**config.mk**
```make
export PLATFORM = sky130hd
export DESIGN_NAME = seg7_monitor
export DESIGN_NICKNAME = d
export VERILOG_FILES = /design/src/rtl/seg7_monitor.sv
export SDC_FILE = /design/constraint.sdc
export NUM_CORES = 1
export LEC_CHECK = 0
export BUFFER_PORTS_ARGS = -buffer_cell sky130_fd_sc_hd__buf_2
export CAP_MARGIN = 20
export CORE_ASPECT_RATIO = 1.2
export CORE_MARGIN = 2
export CORE_UTILIZATION = 30
export DETAILED_ROUTE_END_ITERATION = 16
export PLACE_DENSITY = 0.55
export REMOVE_ABC_BUFFERS = 1
export SLEW_MARGIN = 25
export SYNTH_ARGS = -nofsm -noshare
export SYNTH_HDL_FRONTEND = slang
export SYNTH_SLANG_ARGS = --single-unit
```
**constraint.sdc**
```tcl
create_clock -name clk -period 2.7 [get_ports clk]
set_clock_uncertainty 0.2 [all_clocks]
set_input_delay 0.27 -clock clk [delete_from_list [all_inputs] [get_ports clk]]
set_output_delay 0.27 -clock clk [all_outputs]
set_load 0.005 [all_outputs]
```
**src/rtl/seg7_monitor.sv**
```systemverilog
// 7-segment bus receiver: synchronises, debounces and decodes a segment pattern
// back to hex, flagging steps and illegal glyphs. Define SEG7_MON_STATS_EN for counters.
module seg7_monitor #(
   parameter int STABLE_CYCLES = 4,
   parameter bit ACTIVE_LOW    = 1'b0
) (
   input  logic       clk,
   input  logic       rst,
   input  logic [6:0] seg_in,
   output logic [3:0] value_out,
   output logic       valid,
   output logic       invalid,
   output logic       changed,
   output logic       step_up,
   output logic       step_down
`ifdef SEG7_MON_STATS_EN
   ,
   output logic [7:0] err_cnt,
   output logic [7:0] jump_cnt
`endif
);

   localparam int CW = $clog2(STABLE_CYCLES + 1);
   localparam logic [CW-1:0] CNT_MAX = CW'(STABLE_CYCLES);
   localparam logic [CW-1:0] CNT_ONE = CW'(1);

   typedef enum logic [1:0] {SETTLE, ACCEPT, HOLD} state_t;

   state_t        state;
   logic [6:0]    s1, s2, cand;
   logic [6:0]    raw;
   logic [CW-1:0] stab_cnt;
   logic          have_prev;
   logic          glyph_ok;
   logic [3:0]    glyph_val;
   logic          is_up, is_down;

   // Inversion sits after the synchroniser so both flops see the raw pin level.
   assign raw = ACTIVE_LOW ? ~s2 : s2;

   // NOTE: every output of a combinational block gets a default first; otherwise
   // an unlisted case would have to hold its old value and a latch is inferred.
   always_comb begin
      glyph_ok  = 1'b1;
      glyph_val = 4'h0;
      case (cand)
         7'h3F: glyph_val = 4'h0;
         7'h06: glyph_val = 4'h1;
         7'h5B: glyph_val = 4'h2;
         7'h4F: glyph_val = 4'h3;
         7'h66: glyph_val = 4'h4;
         7'h6D: glyph_val = 4'h5;
         7'h7D: glyph_val = 4'h6;
         7'h07: glyph_val = 4'h7;
         7'h7F: glyph_val = 4'h8;
         7'h6F: glyph_val = 4'h9;
         7'h77: glyph_val = 4'hA;
         7'h7C: glyph_val = 4'hB;
         7'h39: glyph_val = 4'hC;
         7'h5E: glyph_val = 4'hD;
         7'h79: glyph_val = 4'hE;
         7'h71: glyph_val = 4'hF;
         default: glyph_ok = 1'b0;
      endcase
   end

   // 4-bit arithmetic makes F->0 and 0->F count as single steps.
   assign is_up   = (glyph_val == 4'(value_out + 4'd1));
   assign is_down = (glyph_val == 4'(value_out - 4'd1));

   // NOTE: sequential state uses non-blocking assignments so every flop samples
   // the pre-edge values, independent of statement order.
   always_ff @(posedge clk) begin
      if (rst) begin
         s1        <= '0;
         s2        <= '0;
         cand      <= '0;
         stab_cnt  <= '0;
         have_prev <= 1'b0;
         state     <= SETTLE;
         value_out <= 4'h0;
         valid     <= 1'b0;
         invalid   <= 1'b0;
         changed   <= 1'b0;
         step_up   <= 1'b0;
         step_down <= 1'b0;
`ifdef SEG7_MON_STATS_EN
         err_cnt   <= 8'd0;
         jump_cnt  <= 8'd0;
`endif
      end else begin
         s1        <= seg_in;
         s2        <= s1;
         changed   <= 1'b0;
         step_up   <= 1'b0;
         step_down <= 1'b0;

         if (raw != cand) begin
            // A new pattern always wins, even on the cycle an accept was due.
            cand     <= raw;
            stab_cnt <= CNT_ONE;
            state    <= SETTLE;
            valid    <= 1'b0;
            invalid  <= 1'b0;
         end else begin
            if (stab_cnt != CNT_MAX) stab_cnt <= stab_cnt + CNT_ONE;

            case (state)
               SETTLE: begin
                  if (stab_cnt == CNT_MAX) begin
                     state <= ACCEPT;
                     if (glyph_ok) begin
                        value_out <= glyph_val;
                        valid     <= 1'b1;
                        invalid   <= 1'b0;
                        have_prev <= 1'b1;
                        changed   <= !have_prev || (glyph_val != value_out);
                        step_up   <= have_prev && is_up;
                        step_down <= have_prev && is_down;
`ifdef SEG7_MON_STATS_EN
                        if (have_prev && (glyph_val != value_out) && !is_up && !is_down &&
                            (jump_cnt != 8'hFF))
                           jump_cnt <= jump_cnt + 8'd1;
`endif
                     end else begin
                        valid   <= 1'b0;
                        invalid <= 1'b1;
`ifdef SEG7_MON_STATS_EN
                        if (err_cnt != 8'hFF) err_cnt <= err_cnt + 8'd1;
`endif
                     end
                  end
               end
               ACCEPT:  state <= HOLD;
               HOLD:    state <= HOLD;
               default: state <= SETTLE;
            endcase
         end
      end
   end

endmodule
```
==> impl_results.md <==
- Seq. cell area: 724 µm²
- # fillers: 626
- Max-Cap Viols: 0
- Overall via count from detail_route: 1,352
- Seq/Total Area, Yosys: 0.401
- Period minus WS final: 2490 ps
- Gr ovfl total: 0
- Setup Viol. Count Final: 0
- Power per cell area: 498 mW/mm²
- Peak Freq: 402 MHz
- Drt first pass iters: 4
- Kind of critical path: register to register
- Post-synth cell types: 46
- Crit start category: register
- Fin crit share: 0.922
- DRT Wirelength: 3.26 mm
- P_leak: 0.000840 µW
- Crit path max fanout: 7
- Share of layout cells above drive strength 1: 0.199
- CP arrival: 2490 ps
- Area of the multi-input gates: 998 µm²
- Final Hold Fails: 0
- Antenna Nets Post-Route: 0
- Worst EP required: 2700 ps
- Most common cell after layout, fill and taps aside: dfxtp_1
- Reg2reg start: cand[4]
- Worst Hold Launch: s1[2]
- Clock tree from TritonCTS: built
- FF-to-FF End: step_up
- Die X: 74.7 µm
- CTS buffer count: 5
- Final net count: 235
- Worst Max-Slew Pin Slew: 526 ps
- N_diodes: 0
- Core area: 0.00571 mm²
- Tot GR Track Use: 0.119
- HP Class: register to register
- Commonest cells after routing, fill and taps aside: dfxtp_1, nor2b_1, buf_2
- Worst skew pair latency: 280 ps
- Hpwl dp: 2.37 mm
- R2R cell count: 6
- Placed inst area: 0.00198 mm²
- RSZ-0062 raised after global routing: no
- Iter 0 DRT Violations: 61
- Hold Path Depth: 1
- Synthesized instance count: 193
- Maximum number of pins on one net before global-route repair: 28
- Initial antenna violation count: 0
- Slew Limit Fails: 0
- Status: finished, final reports clean
- Worst Hold End: raw[2]
- TNS Setup: 0 ps
- Root buf cell: clkbuf_8
- Yosys warnings: 0
- P&R area growth vs syn: 20.4%
- DR WL/cell: 10.8 µm
- Worst-case vdd ir drop: 304 µV
- Ports: 18
- Vias per cell: 4.49
- Die ar.: 0.00663 mm²
- R2R setup slack: 210 ps
- Port Buffer Count: 17
- Post-synthesis cell area: 0.00180 mm²
- CP endpoint kind: register
- First-pass GRT wire length: 5.97 mm
- DRC: 0
- Sink Count: 36
- Die height: 88.8 µm
- Starting Density: 0.315
- Post-Syn Area per Cell: 9.32 µm²
- Post-CTS Setup Repair Bufs: 0
- CTS clock-pin slew for the worst setup and hold paths: 70 ps
- Worst-case clock buffer depth: 2
- Design Area, Final: 0.00216 mm²
- Global placement routability congestion: 0.770
- CTS H-tree lvls: 2
- Slew margin rel.: 0.650
- Rows: 30
- FF+latch count, synth: 36
- Vias in the first global route: 1,359
cell families after synthesis:
group | share of synthesized area
compound gates | 0.100
fa+ha+maj | 0.0418
mux | 0.00557
simple gates | 0.320
flops | 0.401
buf+inv | 0.0438
xor+xnor | 0.0877
state kept, by name (all words and copies together) (netlist names), 2 cells and up:
| name | count |
|---|---|
| cand | 7 |
| raw | 7 |
| s1 | 7 |
| stab_cnt | 3 |
| state | 2 |
| value_out | 4 |
per-layer routing:
metal | share of wire | vias up | track usage | wire length [µm]
met1 | 0.46 | 600 | 0.138 | 1510
met3 | 0.023 | 10 | 0.0296 | 76
met5 | 0 | - | 0 | 0
met4 | 0.048 | 0 | 0.0925 | 157
met2 | 0.47 | 23 | 0.185 | 1520
li1 | - | 719 | - | -
synthesized netlist by cell type, drive strengths merged:
| library cell | number | area [µm²] |
|---|---|---|
| and4bb | 1 | 12.5 |
| nand2 | 10 | 37.5 |
| nor2b | 23 | 144 |
| a211oi | 4 | 30.0 |
| clkbuf | 4 | 15.0 |
| a21oi | 9 | 56.3 |
| o211ai | 1 | 7.51 |
| xor2 | 12 | 105 |
| nor4 | 4 | 43.8 |
| nor2 | 12 | 45.0 |
| a2111oi | 1 | 15.0 |
| nor3 | 5 | 25.0 |
| o21ai | 3 | 15.0 |
| or4bb | 1 | 11.3 |
| xnor2 | 6 | 52.6 |
| or2 | 1 | 6.26 |
| nand4bb | 1 | 11.3 |
| buf | 7 | 37.5 |
| or3b | 2 | 17.5 |
| and3b | 1 | 8.76 |
| or3 | 1 | 6.26 |
| nand4 | 2 | 12.5 |
| o21a | 1 | 7.51 |
| a31oi | 1 | 6.26 |
| a21o | 2 | 15.0 |
| nand3b | 4 | 30.0 |
| o22a | 1 | 8.76 |
| nor4bb | 1 | 10.0 |
| and3 | 3 | 18.8 |
| a32o | 1 | 10.0 |
| inv | 7 | 26.3 |
| ha | 6 | 75.1 |
| nand4b | 4 | 35.0 |
| mux2i | 1 | 10.0 |
| or4b | 3 | 37.5 |
| dfxtp | 36 | 721 |
| nor3b | 1 | 7.51 |
| a22o | 1 | 8.76 |
| nand3 | 8 | 40.0 |
| nor4b | 1 | 15.0 |
critical path, stage by stage, from the launching register on:
cell      delay [ps]
dfxtp_1          440
nor4bb_1         420
a32o_1           260
nor2b_1          120
a21o_1           210
or4b_4           500
nor4b_2          270
final cells by class:
type,count,share of cell area
timing repair buffer,31,0.0960
clock inverter,2,0.0162
tap,80,0.0462
inverter,7,0.0121
clock buffer,6,0.0335
sequential,36,0.335
multi-input combinational,139,0.461
power by group:
group | switching [µW] | total (µW) | internal (µW) | leakage, µW
sequential | 11.5 | 558 | 546 | 0.000295
combinational | 31.9 | 67.6 | 35.7 | 0.000489
clock | 179 | 452 | 274 | 0.0000552
total | 222 | 1080 | 856 | 0.000840
repair_timing:
| item | CTS | global route |
|---|---|---|
| hold buffers | 7 | 0 |
| hold endpoints to repair | 7 | 0 |
| setup endpoints to repair | 0 | 1 |
| resized for setup | 0 | 3 |
worst max-delay path by stage:
stage	start	to
floorplan	cand[1]	step_up
global placement	cand[4]	step_up
detailed placement	cand[5]	step_up
CTS	cand[5]	step_up
global route	cand[1]	step_up
finish	cand[4]	step_up
stage by stage:
stage | power, µW | hold slack, ps | util | worst slack [ps] | cells
after floorplan | 603 | 139 | - | 246 | 182
after global placement | 630 | 216 | 0.348 | 225 | 286
after detailed placement | 630 | 226 | 0.348 | 184 | 286
after CTS | 1110 | 243 | 0.379 | 170 | 301
after global routing | 1140 | 256 | 0.379 | 18.3 | 301
final | 1080 | 238 | 0.379 | 210 | 301
Note: power is estimated with default switching activity, not from simulation.
